### src/rtl/mdu_pkg.sv
// MDU shared definitions: op encodings, FSM states, iteration constants and
// a small magnitude helper used by the sign fix-up.
package mdu_pkg;

    typedef enum logic [1:0] {
        OP_MULT  = 2'b00,
        OP_MULTU = 2'b01,
        OP_DIV   = 2'b10,
        OP_DIVU  = 2'b11
    } op_e;

    typedef enum logic [1:0] {
        S_IDLE = 2'd0,
        S_CALC = 2'd1,
        S_DONE = 2'd2
    } state_e;

    localparam logic [31:0] DIV_BY_ZERO_Q = 32'hFFFF_FFFF;
    localparam logic [5:0]  ITER_CNT      = 6'd32;

    // Absolute value of a 32-bit operand when its sign is to be honoured.
    function automatic logic [31:0] mag(input logic [31:0] v, input logic neg);
        return neg ? (~v + 32'd1) : v;
    endfunction

endpackage

### src/rtl/mdu_div_iter.sv
// Restoring divider datapath on unsigned magnitudes. The quotient register
// starts out holding the dividend: dividend bits shift out of the top while
// quotient bits shift in at the bottom, one bit per step.
module mdu_div_iter (
    input  logic        clk,
    input  logic        resetn,
    input  logic        load,
    input  logic        step,
    input  logic [31:0] dividend,
    input  logic [31:0] divisor,
    output logic [31:0] quot,
    output logic [31:0] rem
);
    logic [31:0] dsr;
    logic [32:0] shifted;
    logic [32:0] diff;

    assign shifted = {rem, quot[31]};
    assign diff    = shifted - {1'b0, dsr};

    // Load operands, then trial-subtract and restore on a negative difference.
    always_ff @(posedge clk or negedge resetn) begin
        if (!resetn) begin
            rem  <= '0;
            quot <= '0;
            dsr  <= '0;
        end else if (load) begin
            rem  <= '0;
            quot <= dividend;
            dsr  <= divisor;
        end else if (step) begin
            quot <= {quot[30:0], ~diff[32]};
            rem  <= diff[32] ? shifted[31:0] : diff[31:0];
        end
    end
endmodule

### src/rtl/mdu.sv
// Multiply/divide unit with architectural HI/LO. Iterative shift-add multiply
// and restoring divide, one bit per cycle. Defining MDU_FAST_MULT_EN turns
// MULT/MULTU into a single-step operation; divide is unaffected.
module mdu
    import mdu_pkg::*;
(
    input  logic        clk,
    input  logic        resetn,
    input  logic        start,
    input  logic [1:0]  op,
    input  logic [31:0] a,
    input  logic [31:0] b,
    input  logic        flush,
    input  logic        mthi,
    input  logic        mtlo,
    input  logic [31:0] wdata,
    output logic        stall,
    output logic        done,
    output logic [31:0] hi,
    output logic [31:0] lo
);
    state_e      state;
    logic [5:0]  cnt;
    logic        is_div;
    logic        neg_p;
    logic        neg_r;
    logic        b_zero;
    logic [31:0] a_r;
    logic [31:0] mc;
    logic [63:0] prod;
    logic        done_r;

    logic        sgn, sa, sb;
    logic [31:0] ma, mb;
    logic [32:0] msum;
    logic [31:0] quot, rem;
    logic [31:0] res_hi, res_lo;
    logic        accept;

    assign sgn    = ~op[0];
    assign sa     = sgn & a[31];
    assign sb     = sgn & b[31];
    assign ma     = mag(a, sa);
    assign mb     = mag(b, sb);
    assign accept = (state == S_IDLE) & start & ~flush;

    assign stall  = ((state == S_IDLE) & start) | (state == S_CALC);
    // A flush in DONE cancels the commit, so the pulse is withdrawn with it.
    assign done   = done_r & ~flush;

    // One shift-add step: add multiplicand into the upper half on a set LSB.
    assign msum   = {1'b0, prod[63:32]} + (prod[0] ? {1'b0, mc} : 33'd0);

    mdu_div_iter u_div (
        .clk      (clk),
        .resetn   (resetn),
        .load     (accept & op[1]),
        .step     ((state == S_CALC) & is_div),
        .dividend (ma),
        .divisor  (mb),
        .quot     (quot),
        .rem      (rem)
    );

    // Sign fix-up of the magnitude result; divide-by-zero is special-cased.
    always_comb begin
        res_hi = prod[63:32];
        res_lo = prod[31:0];
        if (is_div) begin
            if (b_zero) begin
                res_hi = a_r;
                res_lo = DIV_BY_ZERO_Q;
            end else begin
                res_lo = neg_p ? (~quot + 32'd1) : quot;
                res_hi = neg_r ? (~rem + 32'd1) : rem;
            end
        end else if (neg_p) begin
            {res_hi, res_lo} = ~prod + 64'd1;
        end
    end

    // Control FSM plus multiply datapath and HI/LO registers.
    always_ff @(posedge clk or negedge resetn) begin
        if (!resetn) begin
            state  <= S_IDLE;
            cnt    <= '0;
            is_div <= 1'b0;
            neg_p  <= 1'b0;
            neg_r  <= 1'b0;
            b_zero <= 1'b0;
            a_r    <= '0;
            mc     <= '0;
            prod   <= '0;
            done_r <= 1'b0;
            hi     <= '0;
            lo     <= '0;
        end else begin
            case (state)
                S_IDLE: begin
                    if (mthi) hi <= wdata;
                    if (mtlo) lo <= wdata;
                    if (accept) begin
                        is_div <= op[1];
                        neg_p  <= sa ^ sb;
                        neg_r  <= sa;
                        b_zero <= (b == 32'd0);
                        a_r    <= a;
                        cnt    <= ITER_CNT;
                        mc     <= ma;
                        prod   <= {32'd0, mb};
                        state  <= S_CALC;
`ifdef MDU_FAST_MULT_EN
                        if (!op[1]) begin
                            prod   <= {32'd0, ma} * {32'd0, mb};
                            state  <= S_DONE;
                            done_r <= 1'b1;
                        end
`endif
                    end
                end
                S_CALC: begin
                    if (flush) begin
                        state <= S_IDLE;
                        cnt   <= '0;
                    end else begin
                        cnt <= cnt - 6'd1;
                        if (!is_div) prod <= {msum, prod[31:1]};
                        if (cnt == 6'd1) begin
                            state  <= S_DONE;
                            done_r <= 1'b1;
                        end
                    end
                end
                S_DONE: begin
                    done_r <= 1'b0;
                    state  <= S_IDLE;
                    if (!flush) begin
                        hi <= res_hi;
                        lo <= res_lo;
                    end
                end
                default: state <= S_IDLE;
            endcase
        end
    end
endmodule

### config.mk
export PLATFORM = sky130hd
export DESIGN_NAME = mdu
export DESIGN_NICKNAME = d
export VERILOG_FILES = /design/src/rtl/mdu_pkg.sv /design/src/rtl/mdu_div_iter.sv /design/src/rtl/mdu.sv
export SDC_FILE = /design/constraint.sdc
export NUM_CORES = 1
export LEC_CHECK = 0
export CAP_MARGIN = 30
export CORE_ASPECT_RATIO = 1.5
export CORE_UTILIZATION = 40
export CTS_BUF_LIST = sky130_fd_sc_hd__clkbuf_8
export CTS_CLUSTER_SIZE = 30
export DETAILED_ROUTE_END_ITERATION = 10
export MAX_ROUTING_LAYER = met4
export PLACE_DENSITY = 0.69
export SLEW_MARGIN = 20
export SYNTH_ARGS = -nofsm -noshare
export SYNTH_HDL_FRONTEND = slang
export SYNTH_SLANG_ARGS = --single-unit
### constraint.sdc
create_clock -name clk -period 3.7 [get_ports clk]
set_input_delay 1.11 -clock clk [delete_from_list [all_inputs] [get_ports clk]]
set_output_delay 1.11 -clock clk [all_outputs]
set_load 0.01 [all_outputs]
==> flow_metrics.tcl, run 1 <==
set metrics [dict create \
    worst_pin_slew_ps 872 \
    dpl_cell_area_um2 24000 \
    ys.flop_type "dfrtp_1" \
    layout_setup_ws_ps 46.8 \
    grt_max_degree 98 \
    dp_slack_ps -403 \
    crit_arrival_ps 4210 \
    grt_setup_unrepaired "no" \
    num_io_pins 170 \
    crit_path_start_kind "flop" \
    portBuffers 169 \
    drive_above_1_share 0.111 \
    hp-class "in2async" \
    num_vias 20600 \
    p_leak_nw 10.8 \
    synth_cell_types 79 \
    synth.avg_cell_area_um2 8.21 \
    track_usage 0.328 \
    ys_seq_area_frac 0.367 \
    clock_sinks 300 \
    numCtsBuffers 51 \
    area_growth_pct 22.2 \
    drt_first_iter_violations 1802 \
    fill_cells 4981 \
    ant_nets 0 \
    antenna_found_initial 4 \
    cts_tree "done" \
    cts_buffer_depth 3 \
    critPathRequiredTime_ps 4260 \
    dp_hpwl_mm 65.5 \
    slew-limit-headroom 0.412 \
    initial_core_util 0.405 \
    multiInputGateArea_um2 12200 \
    die_h_um 279 \
    skew_ps 18.1 \
    hold_violations 0 \
    die_area_um2 52100 \
    die_w_um 187 \
    synth_cells 2495 \
    slew_violations 0 \
    whs_ps 355 \
    grt_pass1_wl_mm 125 \
    status "complete, no violations" \
    ctsHoldBuffers 0 \
    rrSetupSlack_ps 50 \
    synth-edff-count 0 \
    syn-cell-area_um2 20500 \
    cp_max_fo 3 \
    fin_crit_ps 3650 \
    endpoint_kind "flop" \
    cts-root-buf "clkbuf_8" \
    power_density_nw_per_um2 879 \
    peakVddDrop_v 0.000407 \
    fin_crit_sh 0.987 \
    drc 0 \
    core-area_um2 50500 \
    num_rows 101 \
    yosys_warnings 0 \
    gp_congestion 1.04 \
    postLayoutCellArea_um2 25000 \
    crit_type "reg2reg" \
    drv_cap 0 \
    regArea_um2 7510 \
    avgRoutedWirePerCell_um 24.0 \
    wirelength_mm 83.3 \
    drt_first_pass_iters 6 \
    final_nets 2936 \
    grt-ovfl-total 0 \
    clock_latency_ps 660 \
    clk_pin_slew_worst_paths_ps 60 \
    synthesis.nets 2672 \
    finalSetupViolCount 0 \
    ys_async_sr_fraction 1.00 \
    grt_pass1_vias 20300 \
    via_per_inst 5.93 \
    cts_max_level 2 \
    ys_ff_latch 300 \
    fmax_ghz 0.274 \
]
[path summary, 6_finish.rpt]
path,startpoint,to,cells after the start
hold reg to reg,mc[22],mc[22],2
setup reg to reg,a_r[0],prod[63],13
min in group clk,mc[22],mc[22],2
hold / removal,resetn,cnt[3],1
max in group asynchronous,resetn,b_zero,2
setup / recovery,a_r[0],prod[63],13
[final cells by class]
| class | count | area share |
|---|---|---|
| tap | 669 | 0.0335 |
| antenna | 4 | 0.000400 |
| clock buffer | 62 | 0.0341 |
| inverter | 69 | 0.0104 |
| sequential | 300 | 0.300 |
| multi-input combinational | 1983 | 0.487 |
| timing repair buffer | 354 | 0.128 |
| clock inverter | 30 | 0.00615 |
[metrics by stage]
| step | instances | TNS (ps) | total power, mW | util |
|---|---|---|---|---|
| after floorplan | 2495 | 0 | 13.8 | - |
| after global placement | 3375 | -6650 | 18.5 | 0.475 |
| after detailed placement | 3375 | -8380 | 18.7 | 0.475 |
| after CTS | 3467 | 0 | 21.8 | 0.494 |
| after global routing | 3471 | 0 | 23.4 | 0.495 |
| final | 3471 | 0 | 22.0 | 0.495 |
[flip-flops by register name (all words and copies together) (netlist names)]
name and cells:
u_div.dsr 32, u_div.rem 32, neg_p 1, is_div 1, u_div.quot 32, b_zero 1, cnt 6, done_r 1
lo 32, mc 31, hi 32, a_r 32, neg_r 1, prod 64, state 2
[cell families (layout without fill, tap and decap cells)]
kind of cell             count (synthesis)  after routing  synth area share
multiplexers                            34             34            0.0169
other                                    0              4                 0
flip-flops                             300            300             0.367
AND/OR/NAND/NOR                        864            864             0.197
XOR/XNOR                               219            219            0.0937
AO/OA/AOI/OAI                          793            793             0.239
adder cells (fa/ha/maj)                 73             73            0.0453
buffers and inverters                  212            515            0.0419
[synthesized netlist by cell type (all sizes together) (5+ instances only)]
master	n	area (um2)
nor3b	8	60.1
and3	21	131
nand3	54	270
a21oi	158	791
nor2	160	601
nor2b	15	93.8
nand2	394	1480
or3	30	189
o31ai	52	395
ha	71	888
a221oi	10	87.6
o41ai	25	219
dfrtp	300	7510
nor3	45	230
a22o	7	61.3
nand4	8	56.3
nand2b	28	183
xnor2	128	1120
o21ai	311	1560
nor4	20	153
mux2i	29	290
mux2	5	56.3
o221ai	30	263
and2	34	213
a31oi	40	250
inv	68	255
xor2	91	797
a211oi	9	67.6
a21o	30	225
o21a	17	128
buf	16	71.3
o211ai	28	210
a22oi	28	210
clkbuf	127	528
or2	15	96.3
or4	24	191
[metal layers]
layer | routed length (um) | share of wire | GRT usage | up-vias
li1 | - | - | - | 9469
met1 | 30700 | 0.37 | 0.357 | 10000
met2 | 40400 | 0.48 | 0.543 | 847
met3 | 4920 | 0.059 | 0.0444 | 281
met4 | 7350 | 0.088 | 0.251 | 0
met5 | 0 | 0 | - | -
[report_power, final]
group | switching [mW] | internal, mW | leakage, nW
clock network | 1.47 | 1.57 | 0.595
logic | 7.47 | 5.10 | 6.46
registers | 1.66 | 4.69 | 3.74
[critical path: stages, from the launching register on]
cell	delay, ps
dfrtp_1	450
and2_1	200
ha_1	190
inv_1	70
fa_1	190
nor2b_1	70
o31a_1	280
o211ai_1	520
a21oi_2	200
a21oi_1	290
a21oi_1	180
a31oi_1	380
o21ai_0	280
a22o_1	270
[layout by cell type (no fill, tap or decap), types with 71 or more instances in the layout]
cell type and instances:
a21oi_1 153, buf_4 175, clkdlybuf4s50_1 168, dfrtp_1 297, ha_1 71, inv_1 91
nand2_1 392, nor2_1 158, o21ai_0 308, xnor2_1 128, xor2_1 91
[what timing repair did]
action	CTS	global route
gates resized for setup	0	3
buffers inserted	0	0
setup endpoints to repair	0	8
No activity file was read; power rests on OpenSTA's default activity.
==> run 2, diff against run 1 <==
--- a/config.mk
+++ b/config.mk
@@ -6,7 +6,6 @@
 export NUM_CORES = 1
 export LEC_CHECK = 0
 export CAP_MARGIN = 30
-export CORE_ASPECT_RATIO = 1.5
 export CORE_UTILIZATION = 40
 export CTS_BUF_LIST = sky130_fd_sc_hd__clkbuf_8
 export CTS_CLUSTER_SIZE = 30
==> run 2 against run 1 <==
  * Sequential power up 0.6%
  * Combinational power down 3%
  * Die area about the same
  * Clock skew up 33 ps
  * Largest power group unchanged
  * Cell count down 0.69%
  * Sequential cell count unchanged
  * Highest routed layer unchanged
  * Worst hold slack better by 37 ps
==> flow_metrics.tcl, run 2 (same netlist as run 1, synthesis figures left out) <==
set metrics [dict create \
    layout_setup_ws_ps 110 \
    wirelength_mm 76.4 \
    fin_crit_sh 0.970 \
    gp_congestion 1.05 \
    area_growth_pct 21.3 \
    die_w_um 228 \
    slew-limit-headroom 0.357 \
    grt-ovfl-total 0 \
    crit_type "in2out" \
    avgRoutedWirePerCell_um 22.2 \
    postCtsResizedCells 0 \
    cts_buffer_depth 3 \
    portBuffers 169 \
    clk_pin_slew_worst_paths_ps 70 \
    grt_pass1_wl_mm 117 \
    finalSetupViolCount 0 \
    cts_setup_buffers 0 \
    fin_crit_ps 3590 \
    top_register "prod" \
    worst_pin_slew_ps 965 \
    cpMaxStageDelayCell "clkdlybuf4s50_1" \
    layout_commonest_cell "nand2_1" \
    cp_num_buf_inv 3 \
    num_rows 82 \
    fmax_ghz 0.279 \
    whs_ps 392 \
    dp_hpwl_mm 59.5 \
    cts-root-buf "clkbuf_8" \
    dp_cells 3348 \
    final_cell_mix "nand2_1, o21ai_0, dfrtp_1" \
    via_per_inst 5.94 \
    clock_latency_ps 680 \
    numCtsBuffers 53 \
    track_usage 0.298 \
    crit_arrival_ps 2480 \
    max_stage_delay_ps 530 \
    cts_tree "done" \
    fin_total_pwr_mw 21.8 \
    cts_max_level 2 \
    clock_sinks 300 \
    endpoint_kind "primary output" \
    ant_nets 0 \
    largest_register_ffs 64 \
    hold_violations 0 \
    skew_ps 50.8 \
    critPathRequiredTime_ps 2590 \
    drt_first_iter_violations 2143 \
    final_nets 2908 \
    setup-tns-final_ps 0 \
    grt_pass1_vias 19700 \
    grt_setup_unrepaired "no" \
    path_delay_family "buffers and inverters" \
    layoutNonFillerInstCount 3447 \
    core-area_um2 50300 \
    path_cells "clkdlybuf4s50_1, nor2_1, or2_2, inv_1, clkdlybuf4s50_1" \
    antenna_found_initial 1 \
    power_density_nw_per_um2 877 \
    p_leak_nw 10.7 \
    hp-class "in2async" \
    ctsHoldBuffers 0 \
    die_h_um 228 \
    drt_first_pass_iters 5 \
    grt_max_degree 104 \
    initial_core_util 0.407 \
    num_vias 20500 \
    dp_slack_ps -461 \
    crit_path_frequent_cell "clkdlybuf4s50_1" \
    fill_cells 4810 \
    slew_violations 0 \
    drive_above_1_share 0.106 \
    status "complete, no violations" \
    die_area_um2 52100 \
    drv_cap 0 \
    cp_max_fo 2 \
    peakVddDrop_v 0.000550 \
    num_io_pins 170 \
    crit_path_start_kind "input port" \
    drc 0 \
]
run 2: area by class of cell:
| type | instances | area (um2) | share of cell area |
|---|---|---|---|
| sequential | 300 | 7510 | 0.303 |
| clock inverter | 32 | 169 | 0.00680 |
| multi-input combinational | 1983 | 12200 | 0.490 |
| antenna | 1 | 2.50 | 0.000101 |
| clock buffer | 66 | 908 | 0.0366 |
| timing repair buffer | 324 | 2970 | 0.120 |
| tap | 672 | 841 | 0.0339 |
| inverter | 69 | 259 | 0.0104 |
run 2: power by group:
group          switching (mW)  leakage, nW  internal (mW)
sequential               1.71         3.74           4.69
clock                    1.53        0.614           1.63
combinational            7.17         6.32           5.06
total                    10.4         10.7           11.4
run 2: stage by stage:
step,area [um2],utilization
final,24800,0.494
after global routing,24800,0.494
after CTS,24800,0.494
after detailed placement,23700,0.472
after global placement,23700,0.472
after floorplan,20500,-
run 2: final timing paths:
| check | start | endpoint | slack (ps) | depth (start not counted) |
|---|---|---|---|---|
| max in group asynchronous | resetn | lo[2] | 2470 | 2 |
| hold reg to reg | mc[29] | mc[29] | 470 | 2 |
| hold / removal | resetn | u_div.dsr[10] | 390 | 1 |
| min in group clk | mc[29] | mc[29] | 470 | 2 |
| setup / recovery | start | stall | 110 | 5 |
| setup reg to reg | u_div.dsr[10] | u_div.rem[31] | 240 | 11 |
run 2: worst register-to-register path, delay by kind of cell, from the launching register on:
family | cells | cell delay (ps)
fa+ha+maj | 1 | 300
flops | 1 | 410
buf+inv | 1 | 140
compound gates | 7 | 2220
mux | 1 | 150
simple gates | 1 | 130
run 2: per-layer routing:
metal / track usage / part of all wire / routed length [um] / up-vias
met5: - / 0 / 0 / -
met4: 0.138 / 0.052 / 3960 / 0
met3: 0.0430 / 0.076 / 5800 / 215
met2: 0.469 / 0.46 / 35100 / 989
met1: 0.378 / 0.41 / 31500 / 9887
li1: - / - / - / 9395
